**src/rtl/data_mem_arbiter_if.sv**
```systemverilog
// Bundle of requester-side and RAM-side signals for the data RAM arbiter.
interface data_mem_arbiter_if #(
  parameter int unsigned ADDR_W = 32,
  parameter int unsigned DATA_W = 32
);
  logic              cpu_req;
  logic              cpu_wr;
  logic [ADDR_W-1:0] cpu_addr;
  logic [DATA_W-1:0] cpu_wdata;
  logic [DATA_W-1:0] cpu_rdata;
  logic              cpu_vld;

  logic              img_req;
  logic              img_wr;
  logic [ADDR_W-1:0] img_addr;
  logic [DATA_W-1:0] img_wdata;
  logic [DATA_W-1:0] img_rdata;
  logic              img_vld;

  logic              spart_req;
  logic [ADDR_W-1:0] spart_addr;
  logic [DATA_W-1:0] spart_rdata;
  logic              spart_vld;

  logic              ram_en;
  logic              ram_we;
  logic [ADDR_W-1:0] ram_addr;
  logic [DATA_W-1:0] ram_wdata;
  logic [DATA_W-1:0] ram_rdata;
  logic [1:0]        grant_id;

  // Arbiter view
  modport slave (
    input  cpu_req, cpu_wr, cpu_addr, cpu_wdata,
    output cpu_rdata, cpu_vld,
    input  img_req, img_wr, img_addr, img_wdata,
    output img_rdata, img_vld,
    input  spart_req, spart_addr,
    output spart_rdata, spart_vld,
    output ram_en, ram_we, ram_addr, ram_wdata,
    input  ram_rdata,
    output grant_id
  );

  // Requester / RAM environment view
  modport master (
    output cpu_req, cpu_wr, cpu_addr, cpu_wdata,
    input  cpu_rdata, cpu_vld,
    output img_req, img_wr, img_addr, img_wdata,
    input  img_rdata, img_vld,
    output spart_req, spart_addr,
    input  spart_rdata, spart_vld,
    input  ram_en, ram_we, ram_addr, ram_wdata,
    output ram_rdata,
    input  grant_id
  );
endinterface

```
**src/rtl/data_mem_arbiter.sv**
```systemverilog
// Round-robin arbiter sharing the single-ported data RAM between CPU, image
// processor and SPART; one transaction at a time, fixed RAM read latency.
module data_mem_arbiter #(
  parameter int unsigned ADDR_W = 32,
  parameter int unsigned DATA_W = 32,
  parameter int unsigned RD_LAT = 1   // must be >= 1
) (
  input logic               clk,
  input logic               rst_n,
  data_mem_arbiter_if.slave bus
);
  localparam int unsigned CNT_W = $clog2(RD_LAT + 1);

  typedef enum logic [1:0] {IDLE, ISSUE, WAIT, DONE} state_t;

  state_t            state;
  logic [CNT_W-1:0]  cnt;
  logic [1:0]        last_grant;
  logic [1:0]        grant_q;
  logic              cur_wr;
  logic              ram_en_q;
  logic              ram_we_q;
  logic [ADDR_W-1:0] addr_q;
  logic [DATA_W-1:0] wdata_q;
  logic [DATA_W-1:0] cpu_rdata_q;
  logic [DATA_W-1:0] img_rdata_q;
  logic [DATA_W-1:0] spart_rdata_q;
  logic              cpu_vld_q;
  logic              img_vld_q;
  logic              spart_vld_q;

  logic              any_req;
  logic [1:0]        win;
  logic              sel_wr;
  logic [ADDR_W-1:0] sel_addr;
  logic [DATA_W-1:0] sel_wdata;

  // Round-robin winner: search starts one past the last grant
  always_comb begin
    any_req = bus.cpu_req | bus.img_req | bus.spart_req;
    win     = 2'd0;
    case (last_grant)
      2'd0: begin
        if (bus.img_req)        win = 2'd1;
        else if (bus.spart_req) win = 2'd2;
        else                    win = 2'd0;
      end
      2'd1: begin
        if (bus.spart_req)      win = 2'd2;
        else if (bus.cpu_req)   win = 2'd0;
        else                    win = 2'd1;
      end
      default: begin
        if (bus.cpu_req)        win = 2'd0;
        else if (bus.img_req)   win = 2'd1;
        else                    win = 2'd2;
      end
    endcase
  end

  // Winner's transaction fields; SPART is read-only and keeps the last wdata
  always_comb begin
    sel_wr    = 1'b0;
    sel_addr  = bus.spart_addr;
    sel_wdata = wdata_q;
    case (win)
      2'd0: begin
        sel_wr    = bus.cpu_wr;
        sel_addr  = bus.cpu_addr;
        sel_wdata = bus.cpu_wdata;
      end
      2'd1: begin
        sel_wr    = bus.img_wr;
        sel_addr  = bus.img_addr;
        sel_wdata = bus.img_wdata;
      end
      default: ;
    endcase
  end

  // Transaction sequencer with registered outputs
  always_ff @(posedge clk or negedge rst_n) begin
    if (!rst_n) begin
      state         <= IDLE;
      cnt           <= '0;
      last_grant    <= 2'd2;
      grant_q       <= '0;
      cur_wr        <= 1'b0;
      ram_en_q      <= 1'b0;
      ram_we_q      <= 1'b0;
      addr_q        <= '0;
      wdata_q       <= '0;
      cpu_rdata_q   <= '0;
      img_rdata_q   <= '0;
      spart_rdata_q <= '0;
      cpu_vld_q     <= 1'b0;
      img_vld_q     <= 1'b0;
      spart_vld_q   <= 1'b0;
    end else begin
      case (state)
        IDLE: begin
          if (any_req) begin
            state      <= ISSUE;
            grant_q    <= win;
            last_grant <= win;
            cur_wr     <= sel_wr;
            ram_en_q   <= 1'b1;
            ram_we_q   <= sel_wr;
            addr_q     <= sel_addr;
            wdata_q    <= sel_wdata;
          end
        end
        ISSUE: begin
          ram_en_q <= 1'b0;
          ram_we_q <= 1'b0;
          cnt      <= CNT_W'(RD_LAT);
          state    <= WAIT;
        end
        WAIT: begin
          if (cnt == CNT_W'(1)) begin
            state <= DONE;
            case (grant_q)
              2'd0: begin
                cpu_vld_q <= 1'b1;
                if (!cur_wr) cpu_rdata_q <= bus.ram_rdata;
              end
              2'd1: begin
                img_vld_q <= 1'b1;
                if (!cur_wr) img_rdata_q <= bus.ram_rdata;
              end
              default: begin
                spart_vld_q   <= 1'b1;
                spart_rdata_q <= bus.ram_rdata;
              end
            endcase
          end else begin
            cnt <= cnt - CNT_W'(1);
          end
        end
        DONE: begin
          cpu_vld_q   <= 1'b0;
          img_vld_q   <= 1'b0;
          spart_vld_q <= 1'b0;
          state       <= IDLE;
        end
        default: state <= IDLE;
      endcase
    end
  end

  assign bus.ram_en      = ram_en_q;
  assign bus.ram_we      = ram_we_q;
  assign bus.ram_addr    = addr_q;
  assign bus.ram_wdata   = wdata_q;
  assign bus.grant_id    = grant_q;
  assign bus.cpu_rdata   = cpu_rdata_q;
  assign bus.cpu_vld     = cpu_vld_q;
  assign bus.img_rdata   = img_rdata_q;
  assign bus.img_vld     = img_vld_q;
  assign bus.spart_rdata = spart_rdata_q;
  assign bus.spart_vld   = spart_vld_q;
endmodule

```
**src/flat_wrapper.sv**
```systemverilog
// flat-port wrapper written by rule: the top's interface ports become plain ports
module data_mem_arbiter_flat 
#(
  parameter int unsigned ADDR_W = 32,
  parameter int unsigned DATA_W = 32,
  parameter int unsigned RD_LAT = 1                  
)
  (clk, rst_n, bus_cpu_req, bus_cpu_wr, bus_cpu_addr, bus_cpu_wdata, bus_cpu_rdata, bus_cpu_vld, bus_img_req, bus_img_wr, bus_img_addr, bus_img_wdata, bus_img_rdata, bus_img_vld, bus_spart_req, bus_spart_addr, bus_spart_rdata, bus_spart_vld, bus_ram_en, bus_ram_we, bus_ram_addr, bus_ram_wdata, bus_ram_rdata, bus_grant_id);
  data_mem_arbiter_if #(.ADDR_W(ADDR_W), .DATA_W(DATA_W)) bus_i ();
  input logic clk;
  input logic rst_n;
  input wire logic [$bits(bus_i.cpu_req)-1:0] bus_cpu_req;
  input wire logic [$bits(bus_i.cpu_wr)-1:0] bus_cpu_wr;
  input wire logic [$bits(bus_i.cpu_addr)-1:0] bus_cpu_addr;
  input wire logic [$bits(bus_i.cpu_wdata)-1:0] bus_cpu_wdata;
  output wire logic [$bits(bus_i.cpu_rdata)-1:0] bus_cpu_rdata;
  output wire logic [$bits(bus_i.cpu_vld)-1:0] bus_cpu_vld;
  input wire logic [$bits(bus_i.img_req)-1:0] bus_img_req;
  input wire logic [$bits(bus_i.img_wr)-1:0] bus_img_wr;
  input wire logic [$bits(bus_i.img_addr)-1:0] bus_img_addr;
  input wire logic [$bits(bus_i.img_wdata)-1:0] bus_img_wdata;
  output wire logic [$bits(bus_i.img_rdata)-1:0] bus_img_rdata;
  output wire logic [$bits(bus_i.img_vld)-1:0] bus_img_vld;
  input wire logic [$bits(bus_i.spart_req)-1:0] bus_spart_req;
  input wire logic [$bits(bus_i.spart_addr)-1:0] bus_spart_addr;
  output wire logic [$bits(bus_i.spart_rdata)-1:0] bus_spart_rdata;
  output wire logic [$bits(bus_i.spart_vld)-1:0] bus_spart_vld;
  output wire logic [$bits(bus_i.ram_en)-1:0] bus_ram_en;
  output wire logic [$bits(bus_i.ram_we)-1:0] bus_ram_we;
  output wire logic [$bits(bus_i.ram_addr)-1:0] bus_ram_addr;
  output wire logic [$bits(bus_i.ram_wdata)-1:0] bus_ram_wdata;
  input wire logic [$bits(bus_i.ram_rdata)-1:0] bus_ram_rdata;
  output wire logic [$bits(bus_i.grant_id)-1:0] bus_grant_id;
  assign bus_i.cpu_req = bus_cpu_req;
  assign bus_i.cpu_wr = bus_cpu_wr;
  assign bus_i.cpu_addr = bus_cpu_addr;
  assign bus_i.cpu_wdata = bus_cpu_wdata;
  assign bus_cpu_rdata = bus_i.cpu_rdata;
  assign bus_cpu_vld = bus_i.cpu_vld;
  assign bus_i.img_req = bus_img_req;
  assign bus_i.img_wr = bus_img_wr;
  assign bus_i.img_addr = bus_img_addr;
  assign bus_i.img_wdata = bus_img_wdata;
  assign bus_img_rdata = bus_i.img_rdata;
  assign bus_img_vld = bus_i.img_vld;
  assign bus_i.spart_req = bus_spart_req;
  assign bus_i.spart_addr = bus_spart_addr;
  assign bus_spart_rdata = bus_i.spart_rdata;
  assign bus_spart_vld = bus_i.spart_vld;
  assign bus_ram_en = bus_i.ram_en;
  assign bus_ram_we = bus_i.ram_we;
  assign bus_ram_addr = bus_i.ram_addr;
  assign bus_ram_wdata = bus_i.ram_wdata;
  assign bus_i.ram_rdata = bus_ram_rdata;
  assign bus_grant_id = bus_i.grant_id;
  data_mem_arbiter #(.ADDR_W(ADDR_W), .DATA_W(DATA_W), .RD_LAT(RD_LAT)) u_core (.clk(clk), .rst_n(rst_n), .bus(bus_i));
endmodule
```
**config.mk**
```make
export PLATFORM = sky130hd
export DESIGN_NAME = data_mem_arbiter_flat
export DESIGN_NICKNAME = d
export VERILOG_FILES = /design/src/rtl/data_mem_arbiter_if.sv /design/src/rtl/data_mem_arbiter.sv /design/src/flat_wrapper.sv
export SDC_FILE = /design/constraint.sdc
export NUM_CORES = 1
export LEC_CHECK = 0
export BUFFER_PORTS_ARGS = -buffer_cell sky130_fd_sc_hd__buf_2
export CAP_MARGIN = 20
export CORE_AREA = 2 2 143 145
export CTS_BUF_LIST = sky130_fd_sc_hd__clkbuf_4 sky130_fd_sc_hd__clkbuf_8
export DETAILED_ROUTE_END_ITERATION = 8
export DIE_AREA = 0 0 145 147
export PLACE_DENSITY = 0.79
export SYNTH_ARGS = -nofsm -noshare
export SYNTH_HDL_FRONTEND = slang
export SYNTH_SLANG_ARGS = --single-unit
```
**constraint.sdc**
```tcl
create_clock -name clk -period 4.4 [get_ports clk]
set_clock_uncertainty 0.1 [all_clocks]
set_input_delay 0.88 -clock clk [delete_from_list [all_inputs] [get_ports clk]]
set_output_delay 0.88 -clock clk [all_outputs]
set_load 0.1 [all_outputs]
```
# Word level (Yosys, flattened, before mapping)
# Cells that the tools add are included.
totals:
  output_inout_bits: 167
  elab_cells: 78
  inputBits: 199
  register_bits: 173
op_classes:
  reduce_logical: 19
  n_mux: 28
  add_sub_neg: 1
  eq_ne: 11
  n_bitwise: 4
ops:
  columns: ["cell", "count"]
  rows:
  - ["$pmux 32 s2", 2]
  - ["$reduce_and 3->1", 5]
  - ["$mux 2", 7]
  - ["$pmux 1 s2", 7]
  - ["$mux 1", 10]
  - ["$eq 2x1->1 const B", 4]
  - ["$logic_not 2->1", 4]
  - ["$pmux 2 s4", 1]
  - ["$reduce_and 4->1", 2]
  - ["$reduce_bool 2->1", 4]
  - ["$ne 2x1->1 const B", 3]
  - ["$reduce_and 2->1", 3]
  - ["$eq 2x2->1 const B", 2]
  - ["$ne 2x2->1 const B", 2]
  - ["$pmux 2 s2", 1]
  - ["$not 1->1", 2]
  - ["$or 1x1->1", 2]
  - ["$reduce_or 2->1", 1]
  - ["$sub 1x1->1 const B", 1]

# Longest topological paths before layout
# Gate-level depths: netlist of run 1.
logic_depth:
  word_depth: 7
  mapped_depth: 7
  mapped_depth_nobuf: 6

# Worst setup path after synthesis of run 1
# Ideal clock, no wire load.
synth_timing:
  path_type: "flip-flop to flip-flop"
  start: "reg u_core.grant_q[1], in the netlist u_core.bus.grant_id[1]"
  end: "reg u_core.cpu_rdata_q[6], in the netlist u_core.bus.cpu_rdata[6]"
  period_less_slack_ns: 2.230
  path_buffers: 2
  setup_time_ns: 0.128
  setup_slack_ns: 2.170
  arrival_time_ns: 2.002
  t_required_ns: 4.172
  stages_incl_launch_ff: 6
  path_cell_list: "dfrtp_1 -> nor2b_1 -> and4bb_2 -> clkbuf_2 -> buf_4 -> mux2_1"
synth_via:
  elab_chain_len: 2
synth_rtl:
  columns: ["item", "line_no", "source"]
  rows:
  - ["from (decl)", "data_mem_arbiter.sv:19", "logic [1:0] grant_q;"]
  - ["from (signal assigned)", "data_mem_arbiter.sv:104", "grant_q <= win;"]
  - ["$logic_not 2->1", "data_mem_arbiter.sv:122", "case (grant_q)"]
  - ["$reduce_and 4->1 (no line)", null, null]
  - ["to (signal assigned)", "data_mem_arbiter.sv:125", "if (!cur_wr) cpu_rdata_q <= bus.ram_rdata;"]
  - ["to (decl)", "data_mem_arbiter.sv:25", "logic [DATA_W-1:0] cpu_rdata_q;"]
# No other way between the ends.
# A chain may end at the register's enable or synchronous reset.

# Worst setup path after layout of run 1
layout_timing:
  start: "reg u_core.grant_q[0], in the netlist u_core.bus.grant_id[0]"
  end: "out bus_grant_id[0]"
layout_lines:
  columns: ["item", "line_no", "source"]
  rows:
  - ["to (decl)", "flat_wrapper.sv:33", "output wire logic [$bits(bus_i.grant_id)-1:0] bus_grant_id;"]
# No word-level cell between the ends.

==> metrics, run 1 <==
outcome complete, no violations; Synth Cell Area 7350 µm²; Via Count 6,012; share of layout cells above drive strength 1 54.8%; routed len/inst 17.4 µm; number of synthesized flops with an enable pin 0; post-CTS sizing 0; fill cell count 1,776; multi-input combinational cell area 2740 µm²; Die Span X 145 µm; initial DRC count 495; RSZ-0062 raised after global routing false; drt drc 0; Hold Violations, Final 0; register area share after synthesis 58.6%; fmax 0.389 GHz; reg2reg setup slack 1.87 ns; Worst R2R End u_core.bus.spart_rdata[13]; top cells by area, synth dfrtp_1 (58%), mux2_2 (15%), a21oi_1 (6.7%); Die Height 147 µm; vias per cell 5.00; Root Driver clkbuf_8; area of placed instances 9310 µm²; Mean Syn Cell Area 12.8 µm²; Total Routed Length 20.9 mm; crit path DAT 1.59 ns; Syn-to-layout area delta 33.0%; drt pass-1 iters 7; # Post-CTS Setup Buffers 0; Yosys top cell by area dfrtp_1; Slew @ Worst Pin 0.985 ns; clk slew on worst S/H paths 0.10 ns; antenna violations before repair 1; reg2reg start u_core.state[0]; final instance area 9780 µm²; CTS tree built; Post-Syn Nets 775; Layout Nets 1,122; # rows 52; total clock sinks 172; Core Box Area 19,800 µm²; area of the die 21,300 µm²; gate count of the mapped netlist 572; utilization after layout 49.3%; Remaining Overflow, GRT 0; Setup-failing EPs final 0; crit path max fanout 13; Reg2Reg Depth 4; vias in the first global route 6,098; Yosys reg bits 172; Synth warnings 0; Max Cap Viol 0; Setup crit end kind primary output; crit-path cells buf_2; first-pass GRT wire length 32.9 mm; post-route ant nets 0; Startpoint Class flip-flop; Slew headroom 34.4%; setup TNS 0 ns; hold_buf cts 0; Yosys cell types 40; Setup CP Type reg2out; Crit path largest cell delay 0.62 ns; fin crit period 2.57 ns; hold slack 0.321 ns; CP max-delay cell dfrtp_1; global placer's final weighted congestion 0.869; CTS Buf Count 17; HPWL after DPL 15.5 mm; CTS H-tree depth 4; Hold Crit Class in2async; post-synthesis async set-or-reset flop share 100%; worst-case clock buffer depth 2; Synth top area share 58.2%; # IOs 366; Slew Limit Fails 0; ys flop type dfrtp_1; largest net degree at the start of global routing 77; gr usage total 19.4%; Port Buffers 365; fin crit share 58.4%; most frequent cells after synthesis dfrtp_1 (171), a21oi_1 (99), mux2_2 (95); delay-heaviest family, CP flip-flops; count leader, synth dfrtp_1; Clk Latency, worst-skew pair 0.45 ns; starting density of the core 37.0%; Register Area 4310 µm²; worst endpoint required time 3.42 ns; Buf/Inv on CP 1
worst max-delay path by stage:
stage / startpoint / endpoint / slack (ns) / cells past startpoint
after global routing: u_core.state[0] / u_core.bus.spart_rdata[23] / 1.63 / 4
after floorplan: u_core.bus.grant_id[1] / u_core.bus.cpu_rdata[6] / 2.17 / 5
after detailed placement: bus_cpu_req / u_core.bus.ram_we / 1.49 / 6
final: u_core.bus.grant_id[0] / bus_grant_id[0] / 1.83 / 1
after global placement: bus_spart_req / u_core.bus.ram_we / 1.56 / 6
after CTS: u_core.bus.grant_id[0] / bus_grant_id[0] / 1.78 / 1
logic make-up (layout without fill, tap and decap cells):
logic type	Yosys count	after routing	share of synthesized area (%)
AND/OR/NAND/NOR	67	67	4.22
other	0	1	0
flip-flops	172	172	58.6
buffers and inverters	50	410	4.31
adder cells (fa/ha/maj)	4	4	0.681
AO/OA/AOI/OAI	150	150	13.0
multiplexers	129	129	19.2
placed cells by master (no fill, tap or decap), types with 3 or more instances in the layout:
master / count
a31oi_1: 3
dfrtp_1: 171
inv_1: 4
buf_2: 364
clkbuf_8: 17
ha_1: 4
mux2i_1: 33
buf_4: 6
nor2b_1: 4
inv_8: 5
mux2_2: 95
nor2_1: 38
a222oi_1: 31
o21ai_0: 4
a21oi_1: 99
nand2_1: 12
flip-flops by register name (all words and copies together) (netlist names):
register	flops
u_core.last_grant	1
u_core.bus.spart_vld	1
u_core.bus.cpu_rdata	32
u_core.bus.grant_id	2
u_core.cur_wr	1
u_core.bus.img_vld	1
u_core.cnt	1
u_core.bus.ram_en	1
u_core.bus.img_rdata	32
u_core.bus.ram_wdata	32
u_core.bus.ram_addr	32
u_core.bus.cpu_vld	1
u_core.bus.ram_we	1
u_core.state	2
u_core.bus.spart_rdata	32
stage by stage:
stage	cells	setup WS (ns)
finish	1203	1.83
global route	1203	1.63
detailed placement	1169	1.49
global placement	1169	1.56
CTS	1201	1.78
floorplan	572	2.17
area by class of cell:
cell class	count	area share [%]
sequential	172	44.0
multi-input combinational	350	28.0
clock buffer	17	2.39
timing repair buffer	374	19.9
tap	270	3.46
inverter	4	0.154
clock inverter	15	2.03
antenna	1	0.0256
layer usage:
| metal | share of wire, % | vias up | wire length [µm] | GRT usage (%) |
|---|---|---|---|---|
| met3 | 5.8 | 35 | 1200 | 4.60 |
| met1 | 39 | 2922 | 8210 | 23.3 |
| met2 | 52 | 239 | 10900 | 34.0 |
| met4 | 2.8 | 0 | 577 | 7.67 |
| met5 | 0 | - | 0 | 0 |
| li1 | - | 2816 | - | - |
Power of run 1 is not shown: default switching activity piles up to over one toggle a cycle in this logic, so the estimate is an artifact.
==> run 2, diff against run 1 <==
- ABC_AREA: default -> 1
- CORE_AREA: 2 2 143 145 -> 2 2 142 144
- DIE_AREA: 0 0 145 147 -> 0 0 144 146
- PLACE_DENSITY: 0.79 -> 0.82
- clock period: 4.4 -> 2.38 ns (I/O delays scaled with it)
==> run 2 against run 1 <==
Worst setup slack got worse by 1.5 ns. Global-route usage is 2.2 points higher. Register-to-register slack lost 1.5 ns. Critical path depth grew 6. Die area is 1.4% lower. Clock-buffer cell count grew 2. Wire length increased by 9.4%. First-iteration DRC count fell by 23%. Cell area up 4.4%. Flip-flop and latch count stayed put. Critical path type is now reg2reg.
==> metrics, run 2 <==
area of the die 21,000 µm² (-1.4%); ys flop type dfrtp_1; Setup crit end kind flip-flop; Worst Hold End u_core.bus.ram_wdata[30]; CTS tree built; setup TNS 0 ns (unchanged); main combinational cell family by area after synthesis simple AND/OR/NAND/NOR gates; global placer's final weighted congestion 0.871 (+0.23%); vias per cell 4.81 (-3.7%); crit-path cells inv_1 -> ha_1 -> nand2_1 -> nor2_1 -> nand2_2 -> buf_12 -> o21ai_0; Reg2Reg Depth 7 (+3); vias in the first global route 7,080 (+16%); starting density of the core 39.8% (+2.8 points); CTS Buf Count 17 (unchanged); Mean Syn Cell Area 8.50 µm² (-34%); Synth warnings 0 (unchanged); Max Cap Viol 0 (unchanged); Die Height 146 µm (-0.68%); routed len/inst 14.9 µm (-14%); total clock sinks 172 (unchanged); mux contribution to synthesized area 0% (-19 points); commonest non-fill, non-tap cell in the layout buf_2; largest net degree at the start of global routing 66 (-14%); worst endpoint required time 2.63 ns (-0.79 ns); WHS Path Cells 3; Hold Crit Class in2reg; hold_sp bus_cpu_wdata[30]; CP max-delay cell dfrtp_1; Worst R2R End u_core.bus.cpu_rdata[27]; Synth Area in Compound Gates 13.5% (+0.49 points); Yosys top cell by area dfrtp_1; RSZ-0062 raised after global routing false; Slew Limit Fails 0 (unchanged); reg2reg start u_core.state[0]; worst-case clock buffer depth 2 (unchanged); Root Driver clkbuf_8; fmax 0.492 GHz; Core Box Area 19,300 µm² (-2.6%); initial DRC count 381 (-23%); fin crit share 85.4%; Yosys reg bits 172 (unchanged); top cells by area, synth dfrtp_1 (56%), nand2_1 (13%), o21ai_0 (8.7%); count leader, synth nand2_1; Startpoint Class flip-flop; Total Routed Length 22.9 mm (+9.4%); post-route ant nets 0 (unchanged); CTS H-tree depth 4 (unchanged); Buf/Inv on CP 2 (+1); fin crit period 2.03 ns; Synth Area in XOR/XNOR 0% (unchanged); Setup CP Type reg2reg; PnR worst setup slack 0.347 ns (-1.48 ns); most frequent cells after synthesis nand2_1 (259), dfrtp_1 (171), o21ai_0 (133); drt drc 0 (unchanged); crit path DAT 2.28 ns (+0.69 ns); reg2reg setup slack 0.35 ns (-1.52 ns); antenna violations before repair 4 (+3); Die Span X 144 µm (-0.69%); Post-Place Setup Slack 0.364 ns (-1.13 ns); Yosys cell types 27 (-33%); Syn-to-layout area delta 32.7%; Slew headroom 63.9% (+30 points); register area share after synthesis 56.0% (-2.6 points); Clk Latency, worst-skew pair 0.44 ns (about the same); final instance area 10,200 µm² (+4.4%); HPWL after DPL 17.1 mm (+11%); Port Buffers 365 (unchanged); area of placed instances 9790 µm² (+5.2%); post-synthesis async set-or-reset flop share 100% (unchanged); gr usage total 21.6% (+2.2 points); share of layout cells above drive strength 1 34.0% (-21 points); Post-Synth Simple-Gate Area 21.3% (+17 points); number of synthesized flops with an enable pin 0 (unchanged); Hold Violations, Final 0 (unchanged); clk slew on worst S/H paths 0.11 ns (about the same); Synth top area share 55.6% (-2.6 points); Setup-failing EPs final 0 (unchanged); Remaining Overflow, GRT 0 (unchanged); # IOs 366 (unchanged); Via Count 7,372 (+23%); commonest cells after routing, fill and taps aside buf_2 (364), nand2_1 (257), dfrtp_1 (171); first-pass GRT wire length 35.9 mm (+9.2%); gate count of the mapped netlist 905 (+58%); CP Depth 7 (+6); Crit path largest cell delay 0.41 ns (-0.21 ns); outcome complete, no violations; Slew @ Worst Pin 0.545 ns (-0.440 ns); Post-Syn Nets 1,108 (+43%); Synth Cell Area 7690 µm² (+4.7%); crit path max fanout 41 (+28); delay-heaviest family, CP simple AND/OR/NAND/NOR gates; drt pass-1 iters 5 (-2); Post-Synth Adder-Cell Area 0.650% (-0.031 points); # rows 51 (-1.9%); Layout Nets 1,456 (+30%)
run 2: cell count changes after synthesis, sizes merged, moves of 31 or more:
cell / before / now
o21ai: 6 / 133
mux2: 96 / 0
o211ai: 1 / 33
nand2: 12 / 262
nand3: 2 / 38
mux2i: 33 / 0
a21oi: 100 / 22
a222oi: 31 / 0
inv: 4 / 97
run 2: worst max-delay path by stage:
stage / start / end / slack, ns
after floorplan: u_core.bus.grant_id[1] / u_core.bus.spart_rdata[13] / 0.39
after global placement: u_core.state[0] / u_core.bus.cpu_rdata[23] / 0.46
after detailed placement: u_core.state[0] / u_core.bus.cpu_rdata[8] / 0.36
after CTS: u_core.state[0] / u_core.bus.cpu_rdata[8] / 0.33
after global routing: u_core.state[0] / u_core.bus.cpu_rdata[27] / 0.13
final: u_core.state[0] / u_core.bus.cpu_rdata[27] / 0.35
run 2: cell type report:
type,instances,area (µm²)
clock inverters,13,148
repair buffers,384,2070
well taps,265,332
diodes,1,2.50
clock buffers,19,255
inverters,97,364
flip-flops and latches,172,4310
multi-input cells,581,2740
fillers,1800,9130
run 2: metrics by stage:
step | cells | util, % | hold slack (ns)
2_1_floorplan | 905 | - | 0.0804
3_3_place_gp | 1498 | 50.7 | 0.339
3_5_place_dp | 1498 | 50.7 | 0.346
4_1_cts | 1531 | 52.8 | 0.119
5_1_grt | 1532 | 52.8 | 0.118
6_report | 1532 | 52.8 | 0.159
run 2: timing repair:
| item | CTS | global route |
|---|---|---|
| gates resized for setup | 0 | 0 |
| buffers inserted | 0 | 0 |
| hold endpoints to repair | 41 | 0 |
| hold buffers | 1 | 0 |
| endpoints found under the setup margin | 0 | 0 |
run 2: layer usage:
metal  track usage, %  share of wire (%)  vias up  wire (µm)
li1                 -                  -     3579          -
met1             26.1                 40     3404       9150
met2             36.8                 49      346      11100
met3             6.45                9.1       39       2080
met4             7.25                2.2        4        498
met5                0               0.14        -         32
run 2: logic make-up (layout without fill, tap and decap cells):
| kind of cell | Yosys count | in the layout |
|---|---|---|
| and+or+nand+nor | 387 | 387 |
| AOI/OAI and AO/OA | 190 | 190 |
| DFF | 172 | 172 |
| buffers and inverters | 152 | 513 |
| adders and majority gates | 4 | 4 |
| other | 0 | 1 |
run 2: worst min-delay path, cell delays in order:
cell and delay, ns:
buf_2 0.07, o211ai_1 0.08, nand2_1 0.06
Power of run 2 is left out for the same reason.
==> run 3, diff against run 2 <==
- BUFFER_PORTS_ARGS: -buffer_cell sky130_fd_sc_hd__buf_2 -> default
- CORE_AREA: 2 2 142 144 -> 2 2 141 143
- DIE_AREA: 0 0 144 146 -> 0 0 143 145
- DONT_BUFFER_PORTS: default -> 1
- PLACE_DENSITY: 0.82 -> 0.66
==> run 3 against run 2 <==
The run now ends with hold timing left. Maximum frequency rose by 1.2%. Wire length fell by 8.5%. Flip-flop and latch count did not move. Highest routed layer unchanged.
==> metrics, run 3 (synthesized netlist as in run 2, its figures left out) <==
post-route ant nets 0 (unchanged); hold slack -0.384 ns (-0.543 ns); clk slew on worst S/H paths 0.11 ns (about the same); Remaining Overflow, GRT 0 (unchanged); commonest cells after routing, fill and taps aside nand2_1 (257), dfrtp_1 (171), buf_4 (159); fin crit period 2.01 ns (-0.0232 ns); Max Cap Viol 0 (unchanged); area of placed instances 9010 µm² (-8.0%); # rows 51 (unchanged); Hold Crit Class in2async; Setup-failing EPs final 0 (unchanged); Setup crit end kind primary output; Startpoint Class flip-flop; share of layout cells above drive strength 1 20.3% (-14 points); RSZ-0062 raised after global routing false; crit path max fanout 2 (-95%); fin crit share 84.4% (-0.98 points); worst-case clock buffer depth 2 (unchanged); Slew @ Worst Pin 0.949 ns (+0.404 ns); drt pass-1 iters 5 (unchanged); area of the die 20,700 µm² (-1.4%); HPWL after DPL 15.3 mm (-11%); Syn-to-layout area delta 22.5%; outcome complete, but fails checks; global placer's final weighted congestion 0.858 (-1.4%); routed len/inst 15.9 µm (+6.8%); Clk Latency, worst-skew pair 0.44 ns (about the same); vias per cell 4.84 (+0.68%); commonest non-fill, non-tap cell in the layout nand2_1; vias in the first global route 6,108 (-14%); starting density of the core 40.1% (+0.26 points); post-CTS sizing 0 (unchanged); CTS Buf Count 17 (unchanged); first-pass GRT wire length 32.9 mm (-8.4%); worst endpoint required time 1.80 ns (-0.83 ns); crit path DAT 1.43 ns (-0.85 ns); setup TNS 0 ns (unchanged); # IOs 366 (unchanged); Setup CP Type reg2out; Die Height 145 µm (-0.68%); final instance area 9430 µm² (-7.7%); CTS H-tree depth 4 (unchanged); CTS tree built; Slew headroom 36.7% (-27 points); # Post-CTS Setup Buffers 0 (unchanged); largest net degree at the start of global routing 173 (+160%); Port Buffers 0 (-100%); Root Driver clkbuf_8; gr usage total 20.2% (-1.4 points); Total Routed Length 20.9 mm (-8.5%); Layout Nets 1,235 (-15%); violated checks hold timing; Via Count 6,356 (-14%); initial DRC count 253 (-34%); antenna violations before repair 3 (-1); total clock sinks 172 (unchanged); fmax 0.498 GHz (+1.2%); Die Span X 143 µm (-0.69%); Slew Limit Fails 0 (unchanged); drt drc 0 (unchanged); Hold Violations, Final 172 (+172); fill cell count 1,810 (+0.56%); Core Box Area 19,200 µm² (-0.66%)
==> run 3: cell count changes in the layout (fill, tap and decap cells not counted), moves of 2 or more <==
cell / before / now
buf_2: 364 / 0
buf_4: 11 / 159
buf_12: 7 / 4
clkinv_4: 2 / 0
clkinv_8: 1 / 3
inv_6: 4 / 6
==> run 3: stage by stage <==
| step | utilization (%) | worst slack, ns | hold WS [ns] | std cells |
|---|---|---|---|---|
| after floorplan | - | 0.391 | 0.0804 | 905 |
| after global placement | 46.9 | 0.455 | 0.0841 | 1278 |
| after detailed placement | 46.9 | 0.369 | 0.0840 | 1278 |
| after CTS | 49.0 | 0.332 | -0.427 | 1310 |
| after global routing | 49.1 | 0.186 | -0.442 | 1312 |
| final | 49.1 | 0.370 | -0.384 | 1312 |
==> run 3: final timing paths <==
kind / cells after the start / slack (ns) / endpoint / startpoint
hold / removal: 0 / -0.38 / u_core.bus.cpu_rdata[1] / rst_n
min in group clk: 2 / 0.08 / u_core.bus.ram_wdata[10] / bus_cpu_wdata[10]
hold reg to reg: 2 / 0.39 / u_core.bus.spart_rdata[6] / u_core.bus.spart_rdata[6]
max in group asynchronous: 0 / 2.29 / u_core.last_grant[1] / rst_n
setup / recovery: 0 / 0.37 / bus_ram_addr[16] / u_core.bus.ram_addr[16]
setup reg to reg: 6 / 0.41 / u_core.bus.spart_rdata[30] / u_core.state[0]
==> run 3: area by class of cell <==
cell class	count	area [µm²]	area share (%)
Timing Repair Buffer	163	1270	13.5
Sequential cell	172	4310	45.7
Inverter	97	364	3.86
Antenna cell	2	5.00	0.0531
Multi-Input combinational cell	581	2740	29.0
Clock inverter	15	174	1.85
Clock buffer	17	234	2.48
Tap cell	265	332	3.52
==> run 3: routing by layer <==
| metal | global-route usage, % | routed length (µm) | share of wire (%) |
|---|---|---|---|
| met4 | 5.94 | 407 | 1.9 |
| met1 | 24.5 | 8380 | 40 |
| met5 | 0 | 11 | 0.053 |
| met3 | 7.23 | 2000 | 9.6 |
| met2 | 33.7 | 10100 | 48 |
Power of run 3 is left out for the same reason.
